==> config.mk <==
export PLATFORM = sky130hd
export DESIGN_NAME = tx_reset_sequencer
export DESIGN_NICKNAME = d
export VERILOG_FILES = /design/src/rtl/tx_reset_sequencer.sv
export SDC_FILE = /design/constraint.sdc
export NUM_CORES = 1
export LEC_CHECK = 0
export BUFFER_PORTS_ARGS = -buffer_cell sky130_fd_sc_hd__buf_2
export CAP_MARGIN = 20
export CORE_AREA = 2 2 63 65
export DETAILED_ROUTE_END_ITERATION = 12
export DIE_AREA = 0 0 65 67
export HOLD_SLACK_MARGIN = 0.05
export PLACE_DENSITY = 0.68
export REMOVE_ABC_BUFFERS = 1
export SLEW_MARGIN = 25
export SYNTH_ARGS = -nofsm -noshare
export SYNTH_HDL_FRONTEND = slang
export SYNTH_SLANG_ARGS = --single-unit
==> constraint.sdc <==
create_clock -name clk -period 2.22 [get_ports clk]
set_clock_uncertainty 0.15 [all_clocks]
set_input_delay 0.444 -clock clk [delete_from_list [all_inputs] [get_ports clk]]
set_output_delay 0.444 -clock clk [all_outputs]
set_load 0.1 [all_outputs]
==> src/rtl/tx_reset_sequencer.sv <==
// Sequences the RGMII TX clock-mux select and TX MAC reset around link and speed changes.
// TX reset is held before, during and after every select change so the mux can settle.
module tx_reset_sequencer #(
    parameter int PRE_RESET_CYCLES  = 16,
    parameter int MUX_SETTLE_CYCLES = 64,
    parameter int POST_RESET_CYCLES = 32,
    parameter int CNT_WIDTH         = 8
) (
    input  logic       clk,
    input  logic       reset_n,
    input  logic       speed_10,
    input  logic       speed_100,
    input  logic       speed_1000,
    input  logic       link_up,
    output logic [2:0] clk_sel,
    output logic       reset_tx,
    output logic       tx_ready,
    output logic [7:0] switch_count,
    output logic [2:0] state_dbg
);

    localparam logic [2:0] S_DOWN   = 3'd0;
    localparam logic [2:0] S_PRE    = 3'd1;
    localparam logic [2:0] S_SWITCH = 3'd2;
    localparam logic [2:0] S_POST   = 3'd3;
    localparam logic [2:0] S_RUN    = 3'd4;

    localparam logic [CNT_WIDTH-1:0] PRE_LOAD    = CNT_WIDTH'(PRE_RESET_CYCLES - 1);
    localparam logic [CNT_WIDTH-1:0] SETTLE_LOAD = CNT_WIDTH'(MUX_SETTLE_CYCLES - 1);
    localparam logic [CNT_WIDTH-1:0] POST_LOAD   = CNT_WIDTH'(POST_RESET_CYCLES - 1);

    logic [2:0]           state;
    logic [CNT_WIDTH-1:0] timer;
    logic [2:0]           target;
    logic [2:0]           speeds;
    logic                 speed_onehot;

    assign speeds       = {speed_1000, speed_100, speed_10};
    assign speed_onehot = (speeds == 3'b001) || (speeds == 3'b010) || (speeds == 3'b100);
    assign state_dbg    = state;

    always_ff @(posedge clk or negedge reset_n) begin
        if (!reset_n) begin
            state        <= S_DOWN;
            timer        <= '0;
            target       <= 3'b100;
            clk_sel      <= 3'b100;
            reset_tx     <= 1'b1;
            tx_ready     <= 1'b0;
            switch_count <= 8'd0;
        end else begin
            case (state)
                S_DOWN: begin
                    reset_tx <= 1'b1;
                    tx_ready <= 1'b0;
                    // Full sequence even when the link returns at the current speed
                    if (link_up && speed_onehot) begin
                        target <= speeds;
                        timer  <= PRE_LOAD;
                        state  <= S_PRE;
                    end
                end
                S_PRE, S_SWITCH, S_POST: begin
                    if (!link_up) begin
                        state    <= S_DOWN;
                        reset_tx <= 1'b1;
                        tx_ready <= 1'b0;
                    end else if (speed_onehot && speeds != target) begin
                        target <= speeds;
                        timer  <= PRE_LOAD;
                        state  <= S_PRE;
                    end else if (timer != '0) begin
                        timer <= timer - 1'b1;
                    end else if (state == S_PRE) begin
                        // The only place the mux select ever moves
                        clk_sel <= target;
                        timer   <= SETTLE_LOAD;
                        state   <= S_SWITCH;
                    end else if (state == S_SWITCH) begin
                        timer <= POST_LOAD;
                        state <= S_POST;
                    end else begin
                        reset_tx     <= 1'b0;
                        tx_ready     <= 1'b1;
                        switch_count <= switch_count + 8'd1;
                        state        <= S_RUN;
                    end
                end
                S_RUN: begin
                    if (!link_up) begin
                        state    <= S_DOWN;
                        reset_tx <= 1'b1;
                        tx_ready <= 1'b0;
                    end else if (speed_onehot && speeds != clk_sel) begin
                        target   <= speeds;
                        reset_tx <= 1'b1;
                        tx_ready <= 1'b0;
                        timer    <= PRE_LOAD;
                        state    <= S_PRE;
                    end
                end
                default: begin
                    state    <= S_DOWN;
                    timer    <= '0;
                    reset_tx <= 1'b1;
                    tx_ready <= 1'b0;
                end
            endcase
        end
    end

endmodule
Yosys cells after proc, flatten, opt, wreduce, memory -nomap -nowiden

Index checks and enable logic that the tools add are counted.

Register bits after elaboration: 27
Input port bits: 6
Output and inout port bits: 16
Word-level logic and storage cells: 89

$add $sub $neg: 2
Equal/unequal tests: 21
Multiplexer cells: 40
Bitwise logic cells: 4
Reduce and logical (&&, ||, !) cells: 15

Operators with widths:

| cell                                                               | number |
|---|---|
| 8-bit two-way mux                                                  | 8 |
| 3-bit two-way mux                                                  | 13 |
| 8-bit case mux with 3 select lines                                 | 1 |
| 3-bit case mux with 3 select lines                                 | 2 |
| 3-bit inequality test, second input constant                       | 5 |
| 5-bit AND reduction                                                | 3 |
| 1-bit two-way mux                                                  | 14 |
| 6-bit AND reduction                                                | 2 |
| 2-bit inequality test, second input constant                       | 5 |
| 3-bit by 2-bit == test with 1-bit output, second input constant    | 3 |
| 8-bit by 1-bit adder with 8-bit output, second input constant      | 1 |
| 8-bit nonzero test                                                 | 1 |
| 8-bit by 1-bit subtractor with 8-bit output, second input constant | 1 |
| 3-bit by 1-bit == test with 1-bit output, second input constant    | 2 |
| 3-bit == test, second input constant                               | 2 |
| 3-bit inequality test                                              | 2 |
| 5-bit inequality test, second input constant                       | 1 |
| 4-bit inequality test, second input constant                       | 1 |
| 1-bit inverter                                                     | 4 |
| 1-bit case mux with 2 select lines                                 | 2 |
| 1-bit logical AND                                                  | 3 |
| 3-bit logical NOT                                                  | 1 |
| 3-bit AND reduction                                                | 1 |
| 3-bit nonzero test                                                 | 1 |
| other kinds (2)                                                    | 3 |

Depth between registers and ports, before layout

Depth in word-level cells: 7
Gate-level depth with buffers: 8
Depth with buffers taken out: 8

Worst setup path before layout

No wires, ideal clock.

Path type: flip-flop to flip-flop
Start: reg clk_sel[2]
End: reg target[0]
Library setup time: 0.125 ns
Arrival: 2.465 ns
Data required time: 1.945 ns
Slack: -0.520 ns
Stages on the path, launching flop included: 7
Period minus slack after synthesis: 2.740 ns
Cells stage by stage: dfstp_2 > or3b_1 > a211o_1 > and4_1 > o21bai_1 > a21o_4 > mux2_4

Cells in the longest elaborated chain, start to end: 4

RTL lines:

| item                            | RTL line | RTL |
|---|---|---|
| from (decl)                     | 15       | `output logic [2:0] clk_sel,` |
| from (signal assigned)          | 76       | `clk_sel <= target;` |
| 3-bit inequality test           | 94       | `end else if (speed_onehot && speeds != clk_sel) begin` |
| 1-bit logical AND               | 94       |  |
| 2-bit inequality test (no line) | n/a      |  |
| 6-bit AND reduction (no line)   | n/a      |  |
| to (signal assigned)            | 58       | `target <= speeds;` |
| to (signal assigned)            | 69       | `target <= speeds;` |
| to (signal assigned)            | 95       | `target <= speeds;` |
| to (decl)                       | 34       | `logic [2:0] target;` |

Every way passes these cells.
A chain may end at the register's enable or synchronous reset.

Worst setup path after layout

Start: reg target[2]
End: reg clk_sel[1]

Cells in the longest elaborated chain, start to end: 4

RTL lines:

| item                          | RTL line | RTL |
|---|---|---|
| 3-bit inequality test         | 68       | `end else if (speed_onehot && speeds != target) begin` |
| 1-bit logical AND             | 68       |  |
| 1-bit inverter (no line)      | n/a      |  |
| 5-bit AND reduction (no line) | n/a      |  |

Every way passes these cells.

==> impl_metrics.py <==
metrics = {
    "global_routing": {
        "grt_overflow_total": 0,
        "grt_max_degree": 28,
        "grt_pass1_vias": 1512,
        "grt.total_usage_pct": 21.7,
        "grt_antenna_before_repair": 0,
        "grt_pass1_wl_um": 7130,
    },
    "cts": {
        "insertion_delay_ns": 0.28,
        "cts_root_buffer": "clkbuf_8",
        "tritoncts": "built",
        "clk_pin_slew_ns": 0.10,
        "cts_buffers": 3,
        "cts_buffer_depth": 2,
        "cts_sinks": 27,
        "cts-htree-levels": 1,
    },
    "timing": {
        "rsz0062_at_grt": "yes",
        "worst_pin_slew_ns": 0.602,
        "finalCriticalPeriod_ns": 2.48,
        "layout_setup_ws_ns": -0.262,
        "slew_violations": 0,
        "relSlewSlack_pct": 59.9,
        "finalHoldViolations": 0,
        "min_period_over_period_pct": 112,
        "max_freq_mhz": 403,
        "setup_viol": 26,
    },
    "critical_path": {
        "reg2regPathDepth": 7,
        "slowest_stage": "dfstp_2",
        "cp_top_family": "simple AND/OR/NAND/NOR gates",
        "arrival_ns": 2.51,
        "path_depth": 7,
        "cp-end-kind": "register",
        "critPathBufInv": 1,
        "crit_type": "register to register",
        "crit_fanout": 4,
        "crit_path_start_kind": "register",
        "required_ns": 2.24,
        "crit_chain": "and4bb_2 -> or4_4 -> buf_12 -> nor2_4 -> nor2_4 -> nand4b_1 -> mux2_4",
        "max_stage_delay_ns": 0.57,
        "crit_path_frequent_cell": "nor2_4",
    },
    "cells_and_area": {
        "nets": 237,
        "final_core_util_pct": 63.2,
        "fin_cells": 276,
        "area_growth_pct": 42.2,
        "diodes": 0,
        "fillCellCount": 314,
        "layout-drive-gt1-share_pct": 46.5,
    },
    "die": {
        "core_area_um2": 3610,
        "die_w_um": 65,
        "rows": 22,
        "dieArea_um2": 4360,
        "start_util_pct": 44.4,
        "die-height_um": 67,
        "ios": 22,
    },
    "detailed_routing": {
        "drc_errors": 0,
        "viasPerCell": 5.61,
        "routed_wl_um": 4400,
        "drt_iter0_markers": 141,
        "firstDrtPassIters": 4,
        "drt-wirelength-per-cell_um": 15.9,
        "num_vias": 1548,
        "ant_nets": 0,
    },
    "power": {
        "peakVddDrop_mv": 0.709,
        "powerDensity_nw_per_um2": 795,
        "p_leak_nw": 1.03,
        "power_w": 0.00181,
    },
    "synthesis": {
        "synth-edff-count": 0,
        "yosysWarningCount": 0,
        "synth_common_cells": "24 x dfrtp_1, 12 x nor2_1, 11 x a21oi_1, 11 x nand2_1, 9 x o21ai_0",
        "netlist_area_um2": 1600,
        "synthFlopType": "dfrtp_1",
        "synth_largest_area_cell": "dfrtp_1",
        "synth-seq-cells": 27,
        "yosysMostFrequentCell": "dfrtp_1",
        "ys_seq_area_share_pct": 42.4,
        "syn_area_per_cell_um2": 9.96,
        "synthTopCellsByArea": "dfrtp_1 37%, dfstp_2 4.9%, mux2_4 3.7%, a21oi_1 3.4%, xnor2_1 3.3%",
        "syn_inst": 161,
        "ys_types": 52,
        "async_flop_share_pct": 100,
        "synth_top_area_share_pct": 37.5,
    },
    "status": {
        "violations": "setup timing",
        "status": "finished with violations",
    },
    "worst_hold_path": {
        "hold_depth": 1,
        "min_path_type": "register to register",
    },
    "placed_design": {
        "place_congestion": 0.956,
        "placement.io_buffers": 21,
        "placedCellCount": 266,
        "dp_hpwl_um": 3110,
    },
    "flow_run": {
        "drv_cap": 0,
    },
}
==> metrics by stage <==
step           cell area (um2)  TNS [ns]  worst slack (ns)  hold slack [ns]
2_1_floorplan             1570     -5.31            -0.521         -0.00159
3_3_place_gp              2050     -3.65            -0.303            0.307
3_5_place_dp              2050     -4.58            -0.343            0.314
4_1_cts                   2220     -2.90            -0.238            0.329
5_1_grt                   2280     -4.87            -0.299            0.378
6_report                  2280     -3.26            -0.262            0.323
==> routing by layer <==
layer	share of wire [%]	vias to the layer above	global-route usage, %
met4	1.0	0	7.18
li1	-	745	-
met3	4.5	4	3.55
met2	51	37	37.2
met1	44	762	27.7
met5	0	-	0
==> cell families after synthesis <==
group	Yosys count	synth area share [%]
compound gates	42	18.8
xor+xnor	9	4.92
fa+ha+maj	2	1.56
buf+inv	9	2.81
flops	27	42.4
mux	7	5.85
simple gates	65	23.7
==> state kept, by name (all words and copies together), names as in the netlist <==
signal / cells
timer: 8
state_dbg: 3
clk_sel: 3
reset_tx: 1
tx_ready: 1
target: 3
switch_count: 8
==> layout make-up <==
class	count	area, um2	share of cell area [%]
clock inverter	1	8.76	0.384
inverter	4	15.0	0.659
timing repair buffer	68	480	21.1
sequential	27	679	29.8
tap	48	60.1	2.64
clock buffer	3	41.3	1.81
multi-input combinational	125	993	43.6
==> power by group <==
group / switching, W / internal, W / leakage [nW]
clock: 0.000171 / 0.000132 / 0.0261
sequential: 0.0000509 / 0.000569 / 0.342
combinational: 0.000479 / 0.000409 / 0.666
==> worst reg2reg max path, delay by kind of cell (launching register included) <==
kind,cells,cell delay (ns)
buffers and inverters,1,0.15
AND/OR/NAND/NOR,5,1.16
flip-flops,1,0.57
multiplexers,1,0.33
==> layout by cell type, fill, tap and decap left out, types with 2 or more instances in the layout <==
cell	count
buf_6	2
nor2_1	10
clkbuf_8	3
inv_1	4
mux2_4	7
a21oi_1	8
or4_1	3
xor2_1	3
o21ai_1	2
nand4_1	5
dfstp_2	3
nor4_1	4
and4bb_2	2
nand3_1	3
o21ai_0	6
nor3_1	4
nor3_2	4
nand2_1	11
xnor2_1	6
dfrtp_1	24
ha_1	2
a31oi_1	2
o211ai_1	2
nor4bb_1	2
or3b_1	2
a21oi_2	3
buf_4	43
and2_1	2
buf_2	21
nor2_4	4
==> path summary, 6_finish.rpt <==
kind	start	endpoint	slack, ns
max	target[2]	clk_sel[1]	-0.26
min	switch_count[7]	switch_count[7]	0.32
max reg2reg	target[2]	clk_sel[1]	-0.26
min reg2reg	switch_count[7]	switch_count[7]	0.32
max in group asynchronous	reset_n	state_dbg[1]	0.98
min in group asynchronous	reset_n	timer[2]	0.54
==> timing repair <==
action	4_1_cts	5_1_grt
setup buffers	4	3
pin swaps	10	11
setup endpoints to repair	26	26
resized for setup	19	12
endpoints found under the hold margin	24	0
hold buffers	1	0
Note: power is estimated with default switching activity, not from simulation.
